File: src/rtl/detect_payload_capture.sv
// Payload capture stage behind the 111000000111 sequence detector: after each detect pulse,
// de-serialises the next PAYLOAD_W bits (LSB first) onto a valid/ready output.
module detect_payload_capture #(
    parameter int unsigned PAYLOAD_W = 8,
    parameter int unsigned CNT_W     = 8
) (
    input  logic                 clk,
    input  logic                 rst,
    input  logic                 x_i,
    input  logic                 det_i,
    input  logic                 ready_i,
    output logic [PAYLOAD_W-1:0] data_o,
    output logic                 valid_o,
    output logic                 busy_o,
    output logic                 overflow_o,
    output logic [CNT_W-1:0]     frame_cnt_o
);

    localparam int unsigned BitCntW = (PAYLOAD_W > 1) ? $clog2(PAYLOAD_W) : 1;
    localparam logic [BitCntW-1:0] LastBit = BitCntW'(PAYLOAD_W - 1);

    typedef enum logic {StHunt, StCapture} state_t;

    state_t               state, state_next;
    logic [BitCntW-1:0]   bit_cnt, bit_cnt_next;
    logic [PAYLOAD_W-1:0] payload, payload_next;
    logic                 complete;

    logic [PAYLOAD_W-1:0] data_next;
    logic                 valid_next;
    logic                 overflow_next;
    logic [CNT_W-1:0]     frame_cnt_next;

    // Capture FSM; det_i is deliberately ignored outside HUNT since the payload may hold the sync word.
    always_comb begin
        state_next   = state;
        bit_cnt_next = bit_cnt;
        payload_next = payload;
        complete     = 1'b0;
        unique case (state)
            StHunt: begin
                if (det_i) begin
                    payload_next    = '0;
                    payload_next[0] = x_i;
                    if (PAYLOAD_W == 1) begin
                        complete = 1'b1;
                    end else begin
                        state_next   = StCapture;
                        bit_cnt_next = BitCntW'(1);
                    end
                end
            end
            StCapture: begin
                for (int i = 0; i < PAYLOAD_W; i++) begin
                    if (BitCntW'(i) == bit_cnt) begin
                        payload_next[i] = x_i;
                    end
                end
                if (bit_cnt == LastBit) begin
                    complete     = 1'b1;
                    state_next   = StHunt;
                    bit_cnt_next = '0;
                end else begin
                    bit_cnt_next = bit_cnt + BitCntW'(1);
                end
            end
            default: state_next = StHunt;
        endcase
    end

    // Output register: a completed frame loads if the slot is free or being emptied this edge.
    always_comb begin
        data_next      = data_o;
        valid_next     = valid_o;
        overflow_next  = 1'b0;
        frame_cnt_next = frame_cnt_o;
        if (valid_o && ready_i) begin
            valid_next = 1'b0;
        end
        if (complete) begin
            if (!valid_o || ready_i) begin
                data_next      = payload_next;
                valid_next     = 1'b1;
                frame_cnt_next = frame_cnt_o + CNT_W'(1);
            end else begin
                overflow_next = 1'b1;
            end
        end
    end

    always_ff @(posedge clk or posedge rst) begin
        if (rst) begin
            state       <= StHunt;
            bit_cnt     <= '0;
            payload     <= '0;
            data_o      <= '0;
            valid_o     <= 1'b0;
            overflow_o  <= 1'b0;
            frame_cnt_o <= '0;
        end else begin
            state       <= state_next;
            bit_cnt     <= bit_cnt_next;
            payload     <= payload_next;
            data_o      <= data_next;
            valid_o     <= valid_next;
            overflow_o  <= overflow_next;
            frame_cnt_o <= frame_cnt_next;
        end
    end

    assign busy_o = (state == StCapture);

endmodule

File: config.mk
export PLATFORM = sky130hd
export DESIGN_NAME = detect_payload_capture
export DESIGN_NICKNAME = d
export VERILOG_FILES = /design/src/rtl/detect_payload_capture.sv
export SDC_FILE = /design/constraint.sdc
export NUM_CORES = 1
export LEC_CHECK = 0
export CAP_MARGIN = 20
export CORE_MARGIN = 2
export CORE_UTILIZATION = 58
export CTS_BUF_LIST = sky130_fd_sc_hd__clkbuf_2
export CTS_CLUSTER_DIAMETER = 50
export CTS_CLUSTER_SIZE = 12
export DETAILED_ROUTE_END_ITERATION = 8
export HOLD_SLACK_MARGIN = 0.08
export PLACE_DENSITY = 0.89
export SETUP_SLACK_MARGIN = 0.5
export SYNTH_ARGS = -nofsm -noshare
export SYNTH_HDL_FRONTEND = slang
export SYNTH_SLANG_ARGS = --single-unit
File: constraint.sdc
create_clock -name clk -period 4.51 [get_ports clk]
set_clock_uncertainty 0.2 [all_clocks]
set_input_delay 0.6765 -clock clk [delete_from_list [all_inputs] [get_ports clk]]
set_output_delay 0.6765 -clock clk [all_outputs]
set_load 0.01 [all_outputs]
# Yosys cells after proc, flatten, opt, wreduce, memory -nomap -nowiden
# Cells that the tools add are included.
# classes
n_reduce_logical,5
mux,23
n_bitwise,1
addsub,2
eq_ne,9
# ops
cell,count
two-way mux 1 bit,17
case mux 8 bit (2 select lines),1
equality test 3 bit (first input constant),4
adder 8 x 1 -> 8 bit (second input constant),1
two-way mux 8 bit,1
equality test 2 x 3 -> 1 bit (first input constant),2
two-way mux 3 bit,2
case mux 3 bit (2 select lines),1
adder 3 x 1 -> 3 bit (second input constant),1
equality test 1 x 3 -> 1 bit (first input constant),1
equality test 3 bit (second input constant),1
zero test 3 bit,1
!= test 2 bit (second input constant),1
case mux 1 bit (2 select lines),1
AND reduction 2 bit,1
logical AND 1 bit,1
zero test 1 bit,1
logical OR 1 bit,1
NOT 1 bit,1
# word_totals
word_cells,47
in_bits,5
register_bits,30
out_inout_bits,19

# Logic depth before layout (Yosys ltp)
# Gate-level depths: netlist of run 1.
# depth
word_depth,4
depth_mapped,6
mapped_depth_nobuf,6

# Least setup slack after synthesis of run 1
# No wires, ideal clock.
# synth_path
path_kind,register to register
start,reg bit_cnt[0]
end,reg data_o[3]
required_time_ns,4.185
stages_incl_launch_ff,6
synth_period_minus_slack_ns,1.870
setup_slack_ns,2.640
setup_ns,0.125
path_buffers,0
arrival_time_ns,1.546
path_cell_list,dfrtp_1 ha_1 ha_1 nand2_1 nor2_2 mux2_2
# synth_between
elab_chain_len,4
word_cells_on_any_way,7
classes_between,eq/ne: 2; mux: 4; reduce/logical: 1
# synth_lines
item,line_no,text
from (decl),25,"logic [BitCntW-1:0] bit_cnt, bit_cnt_next;"
from (signal assigned),102,bit_cnt <= bit_cnt_next;
equality test 3 bit,59,if (bit_cnt == LastBit) begin
two-way mux 1 bit,59,
two-way mux 1 bit,40,unique case (state)
AND reduction 2 bit (no line),n/a,
to (signal assigned),104,data_o <= data_next;
to (decl),12,"output logic [PAYLOAD_W-1:0] data_o,"
# Parallel ways exist; a longest one is shown, timed or not.
# A chain may end at the register's enable or synchronous reset.

# Worst setup path after layout of run 1
# layout_path
start,"reg state, in the netlist busy_o"
end,out busy_o
# layout_lines
item,line_no,text
from (decl),24,"state_t state, state_next;"
from (signal assigned),93,state <= StHunt;
from (signal assigned),101,state <= state_next;
to (decl),14,"output logic busy_o,"
# No word-level cell between the ends.

==> impl_metrics.csv, run 1 <==
group,metric,value,unit
sta,fin_crit,2680,ps
drt,vias,965,
power_and_ir_drop,p_seq_share,43.1,%
power_and_ir_drop,clockPowerShare,16.8,%
power_and_ir_drop,powerDensity,618,nW/um^2
worst_setup_path,endpoint_kind,"primary output",
synth,synth_area,1410,sq um
worst_setup_path,crit_fanout,18,
die,num_io_pins,24,
placed_design,place.gp.congestion,0.795,
worst_setup_path,cp_slowest_cell,"dfrtp_1",
grt,grt_pass1_wl,4410,um
grt,grt_pass1_vias,966,
clocking,root_buffer,"clkbuf_2",
sta,rsz0062_at_grt,"false",
drt,wl,2740,um
worst_setup_path,r2r-start,"bit_cnt[0]$_DFFE_PP0P_",
clocking,clk_pin_slew,150,ps
synth,postSynthCellCount,119,
layout,fill_cells,153,
grt,antenna_found_initial,0,
placed_design,place_ws,2100,ps
drt,drt-pass1-iter-count,4,
worst_setup_path,rrSetupSlack,2320,ps
grt,grt_overflow,0,
hold_path,worst_hold_path.endpoint,"frame_cnt_o[7]$_DFFE_PP0P_",
die,dieArea,2850,sq um
worst_setup_path,crit_buf_inv,1,
drt,postRouteAntennaNets,0,
die,initial_core_util,62.7,%
clocking,cts_tree,"built",
power_and_ir_drop,vdd_drop_max,0.465,mV
worst_setup_path,cp_top_family,"flip-flops",
worst_setup_path,slowest_delay,790,ps
sta,slew_headroom,56.3,%
clocking,cts_buffers,5,
layout,finalNetCount,161,
sta,drv_slew,0,
synth,yosysUniqueCellTypes,29,
power_and_ir_drop,p_int,0.705,mW
power_and_ir_drop,combPwrFrac,40.1,%
clocking,cts_sinks,30,
sta,hold_viol,0,
grt,track_usage,22.6,%
synth,synthesis.nets,132,
job,cap_viol_max_count,0,
synth,yosysSeqAreaShare,53.1,%
layout,drive_gt1_share,14.9,%
hold_path,hold_depth,1,
sta,tightest_slew,656,ps
worst_setup_path,path_cells,"clkdlybuf4s50_1",
die,row_count,17,
power_and_ir_drop,p_sw_share,34.8,%
worst_setup_path,r2r-end,"data_o[7]$_DFFE_PP0P_",
layout,syn2layout_area_growth,23.7,%
clocking,cts.repair.resized,0,
hold_path,hold_start,"frame_cnt_o[7]$_DFFE_PP0P_",
drt,via_per_inst,5.48,
clocking,cts_max_level,2,
clocking,clockBufferDepth,2,
layout,multi_input_area,627,sq um
sta,max_freq,373,MHz
clocking,post_cts_buffers,0,
sta,fin_crit_sh,59.4,%
synth,syn_area_per_cell,11.9,sq um
power_and_ir_drop,netSwitchingPower,0.376,mW
hold_path,hp-class,"flip-flop to flip-flop",
clocking,cts_hold_buf,0,
grt,grt_max_degree,31,
die,core-area,2250,sq um
drt,dr.first_iter.drc_count,9,
worst_setup_path,worstSetupPathType,"flip-flop to primary output",
die,fp.dieW,53.4,um
sta,timing.hold.ws,280,ps
synth,synth_seq_cells,30,
placed_design,port_buffers,23,
die,die_h,53.4,um
synth,yosys_warnings,0,
worst_setup_path,cp_data_required_time,3630,ps
placed_design,dp_hpwl,1950,um
worst_setup_path,reg2reg_depth,5,
layout,diodes,0,
worst_setup_path,critPathArrivalTime,1800,ps
layout,seq_area,751,sq um
status,status,"finished clean",
clocking,clk_latency,360,ps
sta,fin_ws,1830,ps
sta,setup_viol,0,
power_and_ir_drop,power.leakage,0.835,nW
sta,finalSetupTns,0,ps
drt,drc_errors,0,
worst_setup_path,startpoint_type,"flip-flop",
drt,wire_per_inst,15.6,um
-- cells in the mapped netlist --
cell | count | area [sq um]
buf_6 | 1 | 11.3
nand3_4 | 1 | 17.5
nand4_1 | 1 | 6.26
nor2_2 | 1 | 6.26
o22ai_1 | 1 | 6.26
nand3b_1 | 1 | 7.51
nand2_2 | 1 | 6.26
mux2_2 | 8 | 90.1
nor2b_1 | 1 | 6.26
nand2b_2 | 1 | 8.76
a22o_1 | 5 | 43.8
nand2b_1 | 6 | 37.5
a32o_1 | 1 | 10.0
o31ai_1 | 1 | 7.51
ha_1 | 8 | 100
nand3_1 | 3 | 15.0
nor4_1 | 1 | 6.26
nor3_1 | 2 | 10.0
xnor2_1 | 4 | 35.0
o21ai_0 | 2 | 10.0
dfrtp_1 | 30 | 751
nor2_1 | 3 | 11.3
inv_1 | 5 | 18.8
buf_2 | 1 | 5.00
mux2i_1 | 4 | 40.0
nand2_1 | 20 | 75.1
xor2_1 | 3 | 26.3
mux2_4 | 2 | 30.0
nand2b_4 | 1 | 13.8
-- cells by family after synthesis --
group	count (synthesis)	share of synthesized area [%]
AND/OR/NAND/NOR	43	16.1
flip-flops	30	53.1
multiplexers	14	11.3
AO/OA/AOI/OAI	10	5.49
adder cells (fa/ha/maj)	8	7.09
XOR/XNOR	7	4.34
buffers and inverters	7	2.48
-- state kept, by name, summed over array words and instances, names as in the netlist --
register     count
valid_o          1
data_o           8
payload          8
busy_o           1
frame_cnt_o      8
bit_cnt          3
overflow_o       1
-- layout make-up --
cell class                 instances  share of cell area, %
sequential                        30                   42.9
multi-input combinational         82                   35.9
timing repair buffer              24                   14.7
tap                               28                   2.00
clock inverter                     2                   1.93
clock buffer                       5                   1.43
inverter                           5                   1.07
-- layer usage --
metal,vias up,track usage (%),wire length [um]
met2,29,35.4,1360
met3,7,5.93,88
met1,467,28.6,1240
met5,-,0,0
met4,0,11.5,55
li1,462,-,-
-- metrics by stage --
step | area [sq um] | utilization, % | power, mW | std cells
global route | 1750 | 77.5 | 1.15 | 176
floorplan | 1410 | - | 0.731 | 119
detailed placement | 1660 | 73.7 | 0.900 | 168
CTS | 1720 | 76.3 | 1.08 | 175
finish | 1750 | 77.5 | 1.08 | 176
global placement | 1660 | 73.7 | 0.876 | 168
-- cell usage in the layout (no fill, tap or decap), types with 2 or more instances in the layout --
| cell | n |
|---|---|
| mux2i_1 | 4 |
| nand2b_1 | 6 |
| nand2_1 | 20 |
| ha_1 | 8 |
| nor3_1 | 2 |
| dfrtp_1 | 30 |
| a22o_1 | 5 |
| clkbuf_2 | 5 |
| clkdlybuf4s50_1 | 23 |
| inv_1 | 5 |
| xor2_1 | 3 |
| xnor2_1 | 4 |
| nor2_1 | 3 |
| mux2_2 | 8 |
| mux2_4 | 2 |
| nand3_1 | 3 |
| o21ai_0 | 2 |
-- power by group through the flow --
stage / clock network, mW / logic, mW / registers (mW)
floorplan: 0 / 0.272 / 0.460
global placement: 0 / 0.413 / 0.463
detailed placement: 0 / 0.430 / 0.471
CTS: 0.182 / 0.431 / 0.466
global route: 0.193 / 0.479 / 0.481
finish: 0.181 / 0.433 / 0.466
-- how the worst max path moves through the flow --
stage | cells past startpoint | slack (ps) | startpoint | endpoint
after floorplan | 5 | 2640 | bit_cnt[0]$_DFFE_PP0P_ | data_o[3]$_DFFE_PP0P_
after global placement | 4 | 2170 | det_i | data_o[7]$_DFFE_PP0P_
after CTS | 1 | 1810 | busy_o$_DFF_PP0_ | busy_o
after global routing | 1 | 1760 | busy_o$_DFF_PP0_ | busy_o
after detailed placement | 4 | 2100 | det_i | data_o[7]$_DFFE_PP0P_
final | 1 | 1830 | busy_o$_DFF_PP0_ | busy_o
(Power assumes the default switching activity.)
==> inputs of run 2 (changes only) <==
CORE_UTILIZATION = 49   (was 58)
PLACE_DENSITY = 0.81   (was 0.89)
clock period = 2.3 ns   (was 4.51 ns; I/O delays follow)
==> impl_metrics.csv, run 2 (same netlist as run 1, synthesis figures left out) <==
group,metric,value,unit
status,status,"finished clean",
layout,multi_input_area,726,sq um
drt,drc_errors,0,
power_and_ir_drop,total_power,2.18,mW
sta,setup_viol,0,
clocking,root_buffer,"clkbuf_2",
power_and_ir_drop,p_sw_share,36.9,%
power_and_ir_drop,powerDensity,1130,nW/um^2
power_and_ir_drop,p_int,1.37,mW
placed_design,dp.cells,173,
power_and_ir_drop,clockPowerShare,11.4,%
clocking,cts_buffers,5,
sta,tightest_slew,448,ps
sta,slew_headroom,70.0,%
layout,diodes,0,
clocking,cts_hold_buf,0,
grt,grt_max_degree,31,
drt,vias,1008,
clocking,cts_sinks,30,
worst_setup_path,cp_data_required_time,2360,ps
sta,hold_viol,0,
grt,grt_overflow,0,
layout,finalNetCount,177,
worst_setup_path,endpoint_kind,"flip-flop",
layout,seq_area,754,sq um
grt,grt_pass1_wl,4740,um
layout,mostFrequentLayoutCells,"dfrtp_1 (27), nand2_1 (19), dlygate4sd2_1 (17), buf_4 (16)",
worst_setup_path,worstSetupPathType,"flip-flop to flip-flop",
power_and_ir_drop,netSwitchingPower,0.804,mW
die,fp.dieW,57.7,um
sta,fin_crit,1850,ps
grt,antenna_found_initial,0,
placed_design,place.gp.congestion,0.813,
sta,finalSetupTns,0,ps
layout,syn2layout_area_growth,36.0,%
worst_setup_path,startpoint_type,"flip-flop",
die,dieArea,3330,sq um
layout,drive_gt1_share,31.1,%
drt,via_per_inst,5.17,
drt,wire_per_inst,14.8,um
power_and_ir_drop,vdd_drop_max,0.777,mV
sta,rsz0062_at_grt,"true",
clocking,cts_tree,"built",
worst_setup_path,crit_fanout,5,
layout,fill_cells,194,
drt,wl,2880,um
clocking,clk_pin_slew,140,ps
die,initial_core_util,51.2,%
drt,postRouteAntennaNets,0,
clocking,clockBufferDepth,2,
layout,instances_no_fill,195,
worst_setup_path,critPathArrivalTime,1910,ps
die,die_h,57.7,um
clocking,cts_max_level,2,
drt,dr.first_iter.drc_count,24,
hold_path,hp-class,"primary input to asynchronous set/reset pin",
sta,drv_slew,0,
layout,largestRegisters,"data_o: 8 flops, frame_cnt_o: 8 flops, payload: 8 flops",
die,num_io_pins,24,
job,cap_viol_max_count,0,
placed_design,dp_hpwl,1790,um
die,row_count,19,
grt,track_usage,19.2,%
power_and_ir_drop,combPwrFrac,49.4,%
sta,fin_crit_sh,80.4,%
placed_design,port_buffers,23,
layout,layout_commonest_cell,"dfrtp_1",
power_and_ir_drop,p_seq_share,39.2,%
power_and_ir_drop,power.leakage,0.996,nW
sta,max_freq,541,MHz
drt,drt-pass1-iter-count,4,
die,core-area,2760,sq um
grt,grt_pass1_vias,1002,
clocking,clk_latency,360,ps
[run 2: per-stage QoR]
| stage | worst slack, ps | hold WS, ps | cell area (sq um) | util (%) |
|---|---|---|---|---|
| after detailed placement | 300 | 267 | 1710 | 62.1 |
| after global routing | 389 | 197 | 1920 | 69.6 |
| after CTS | 438 | 147 | 1870 | 67.9 |
| final | 451 | 141 | 1920 | 69.6 |
| after global placement | 330 | 259 | 1710 | 62.1 |
| after floorplan | 513 | 231 | 1450 | - |
[run 2: cell type report]
type | instances | share of cell area [%]
sequential | 30 | 39.3
multi-input combinational | 82 | 37.8
timing repair buffer | 40 | 18.0
tap | 31 | 2.02
clock buffer | 7 | 1.82
inverter | 5 | 1.11
[run 2: final timing paths]
kind / start / end / slack (ps) / cells past startpoint
worst max-delay path: bit_cnt[0]$_DFFE_PP0P_ / data_o[7]$_DFFE_PP0P_ / 450 / 5
worst min-delay path: rst / frame_cnt_o[7]$_DFFE_PP0P_ / 140 / 3
worst max register to register: bit_cnt[0]$_DFFE_PP0P_ / data_o[7]$_DFFE_PP0P_ / 450 / 5
worst min register to register: data_o[5]$_DFFE_PP0P_ / data_o[5]$_DFFE_PP0P_ / 300 / 2
max in group asynchronous: rst / busy_o$_DFF_PP0_ / 1450 / 3
min in group clk: data_o[5]$_DFFE_PP0P_ / data_o[5]$_DFFE_PP0P_ / 300 / 2
[run 2: worst max-delay path: stages, from the launching register on]
cell	delay [ps]
dfrtp_2	450
ha_4	200
ha_4	140
mux2_2	320
a22o_1	190
mux2_2	260
[run 2: layer usage]
metal	share of wire, %	GRT usage, %	vias up
met3	3.8	4.91	7
met5	0	0	-
met4	1.9	9.97	0
li1	-	-	494
met2	50	29.7	19
met1	45	25.0	488
[run 2: power by group through the flow]
stage	Sequential (mW)	Clock (mW)	Combinational [mW]
detailed placement	0.919	0	0.887
finish	0.854	0.248	1.08
global route	0.884	0.274	1.18
CTS	0.852	0.255	1.05
floorplan	0.914	0	0.551
global placement	0.910	0	0.855
[run 2: timing repair]
| item | 4_1_cts | 5_1_grt |
|---|---|---|
| endpoints found under the setup margin | 27 | 10 |
| pin swaps | 2 | 5 |
| buffers inserted | 13 | 2 |
| gates resized for setup | 29 | 7 |
==> inputs of run 3 (changes only) <==
clock period = 1.7 ns   (was 2.3 ns; I/O delays follow)
==> impl_metrics.csv, run 3 (same netlist as run 1, synthesis figures left out) <==
group,metric,value,unit
drt,via_per_inst,5.38,
layout,drive_gt1_share,61.6,%
grt,track_usage,22.5,%
clocking,cts_sinks,30,
grt,grt_pass1_vias,1158,
placed_design,port_buffers,23,
layout,largestRegisters,"data_o: 8 flops, frame_cnt_o: 8 flops, payload: 8 flops",
worst_setup_path,startpoint_type,"flip-flop",
worst_setup_path,cp_data_required_time,1780,ps
clocking,cts_max_level,2,
drt,drt-pass1-iter-count,4,
power_and_ir_drop,powerDensity,1740,nW/um^2
die,initial_core_util,51.2,%
die,core-area,2760,sq um
sta,setup_viol,20,
clocking,cts_buffers,5,
placed_design,dp_hpwl,2150,um
status,violations,"negative setup slack",
grt,met2_usage,38.5,%
power_and_ir_drop,power.leakage,1.13,nW
grt,grt.busiest_layer,"met2",
drt,wire_per_inst,17.3,um
die,dieArea,3330,sq um
clocking,clockBufferDepth,2,
sta,max_freq,524,MHz
worst_setup_path,critPathArrivalTime,1990,ps
drt,dr.first_iter.drc_count,32,
grt,use_met3,6.92,%
clocking,clk_pin_slew,170,ps
grt,antenna_found_initial,0,
status,status,"finished, violations left",
sta,rsz0062_at_grt,"true",
layout,layout_commonest_cell,"buf_4",
sta,tightest_slew,412,ps
grt,grt_max_degree,31,
clocking,clk_latency,370,ps
placed_design,place_ws,-134,ps
sta,hold_viol,0,
worst_setup_path,crit_fanout,3,
worst_setup_path,worstSetupPathType,"flip-flop to flip-flop",
sta,fin_ws,-207,ps
layout,finalNetCount,202,
clocking,root_buffer,"clkbuf_2",
layout,syn2layout_area_growth,59.3,%
job,cap_viol_max_count,0,
placed_design,place.gp.congestion,0.805,
grt,grt_pass1_wl,5460,um
drt,postRouteAntennaNets,0,
sta,finalSetupTns,-1780,ps
sta,fin_crit,1910,ps
clocking,cts_tree,"built",
worst_setup_path,endpoint_kind,"flip-flop",
layout,mostFrequentLayoutCells,"buf_4 (31), dfrtp_1 (28), buf_2 (18), buf_6 (12), nand2_1 (11)",
hold_path,hp-class,"primary input to asynchronous set/reset pin",
drt,drc_errors,0,
die,row_count,19,
layout,diodes,0,
drt,wl,3810,um
sta,drv_slew,0,
sta,slew_headroom,72.5,%
layout,seq_area,753,sq um
die,num_io_pins,24,
layout,fill_cells,139,
worst_setup_path,reg2reg_depth,5,
die,fp.dieW,57.7,um
grt,grt_use_met1,26.6,%
layout,multi_input_area,852,sq um
sta,fin_crit_sh,112,%
drt,vias,1188,
die,die_h,57.7,um
grt,grt_overflow,0,
power_and_ir_drop,vdd_drop_max,1.56,mV
run 3: changes by cell type in the layout (fill, tap and decap cells not counted), sizes merged:
cell and change:
buf +44, dlymetal6s2s -2, clkbuf -2, bufinv +2, dlygate4sd2 -17, clkinv +1
run 3: worst max-delay path, stage by stage, from the launching register on:
cell and delay (ps):
dfrtp_1 470, ha_4 220, ha_4 160, mux2_4 290, a22o_1 210, mux2_4 260
run 3: timing repair:
action                     4_1_cts  5_1_grt
buffers inserted                17        6
pin swaps                        3       14
setup endpoints to repair       49       49
gates resized for setup         95       27
hold endpoints to repair        30       16
run 3: layout make-up:
class / count / share of cell area (%)
Clock buffer: 5 / 1.11
Clock inverter: 3 / 2.84
Inverter: 5 / 0.834
Multi-Input combinational cell: 82 / 37.9
Sequential cell: 30 / 33.5
Tap cell: 31 / 1.72
Timing Repair Buffer: 65 / 22.1
run 3: report_power, final:
part           switching [mW]  total (mW)  internal [mW]
clock network           0.264       0.656          0.392
registers               0.214        1.19          0.978
logic                   0.917        2.06           1.15
total                    1.39        3.91           2.52
run 3: per-stage QoR:
step                      utilization, %  total power [mW]  instances  area, sq um  hold slack, ps
after detailed placement            68.6              2.67        190         1890             260
after global placement              68.6              2.60        190         1890             256
after global routing                81.6              4.11        221         2250            52.7
after CTS                           75.9              3.56        215         2090            24.4
final                               81.6              3.91        221         2250            23.7
after floorplan                        -              2.04        119         1500             141
run 3: final timing paths:
kind	start	end	slack, ps
min	rst	payload[4]$_DFF_PP0_	20
max reg2reg	bit_cnt[0]$_DFFE_PP0P_	data_o[3]$_DFFE_PP0P_	-210
max in group asynchronous	rst	busy_o$_DFF_PP0_	980
min in group clk	payload[0]$_DFF_PP0_	payload[0]$_DFF_PP0_	320
min reg2reg	payload[0]$_DFF_PP0_	payload[0]$_DFF_PP0_	320
max	bit_cnt[0]$_DFFE_PP0P_	data_o[3]$_DFFE_PP0P_	-210
run 3: per-layer routing:
| metal | vias to the layer above | wire [um] |
|---|---|---|
| met5 | - | 0 |
| met4 | 0 | 75 |
| met3 | 7 | 172 |
| met2 | 32 | 1940 |
| met1 | 602 | 1620 |
| li1 | 547 | - |
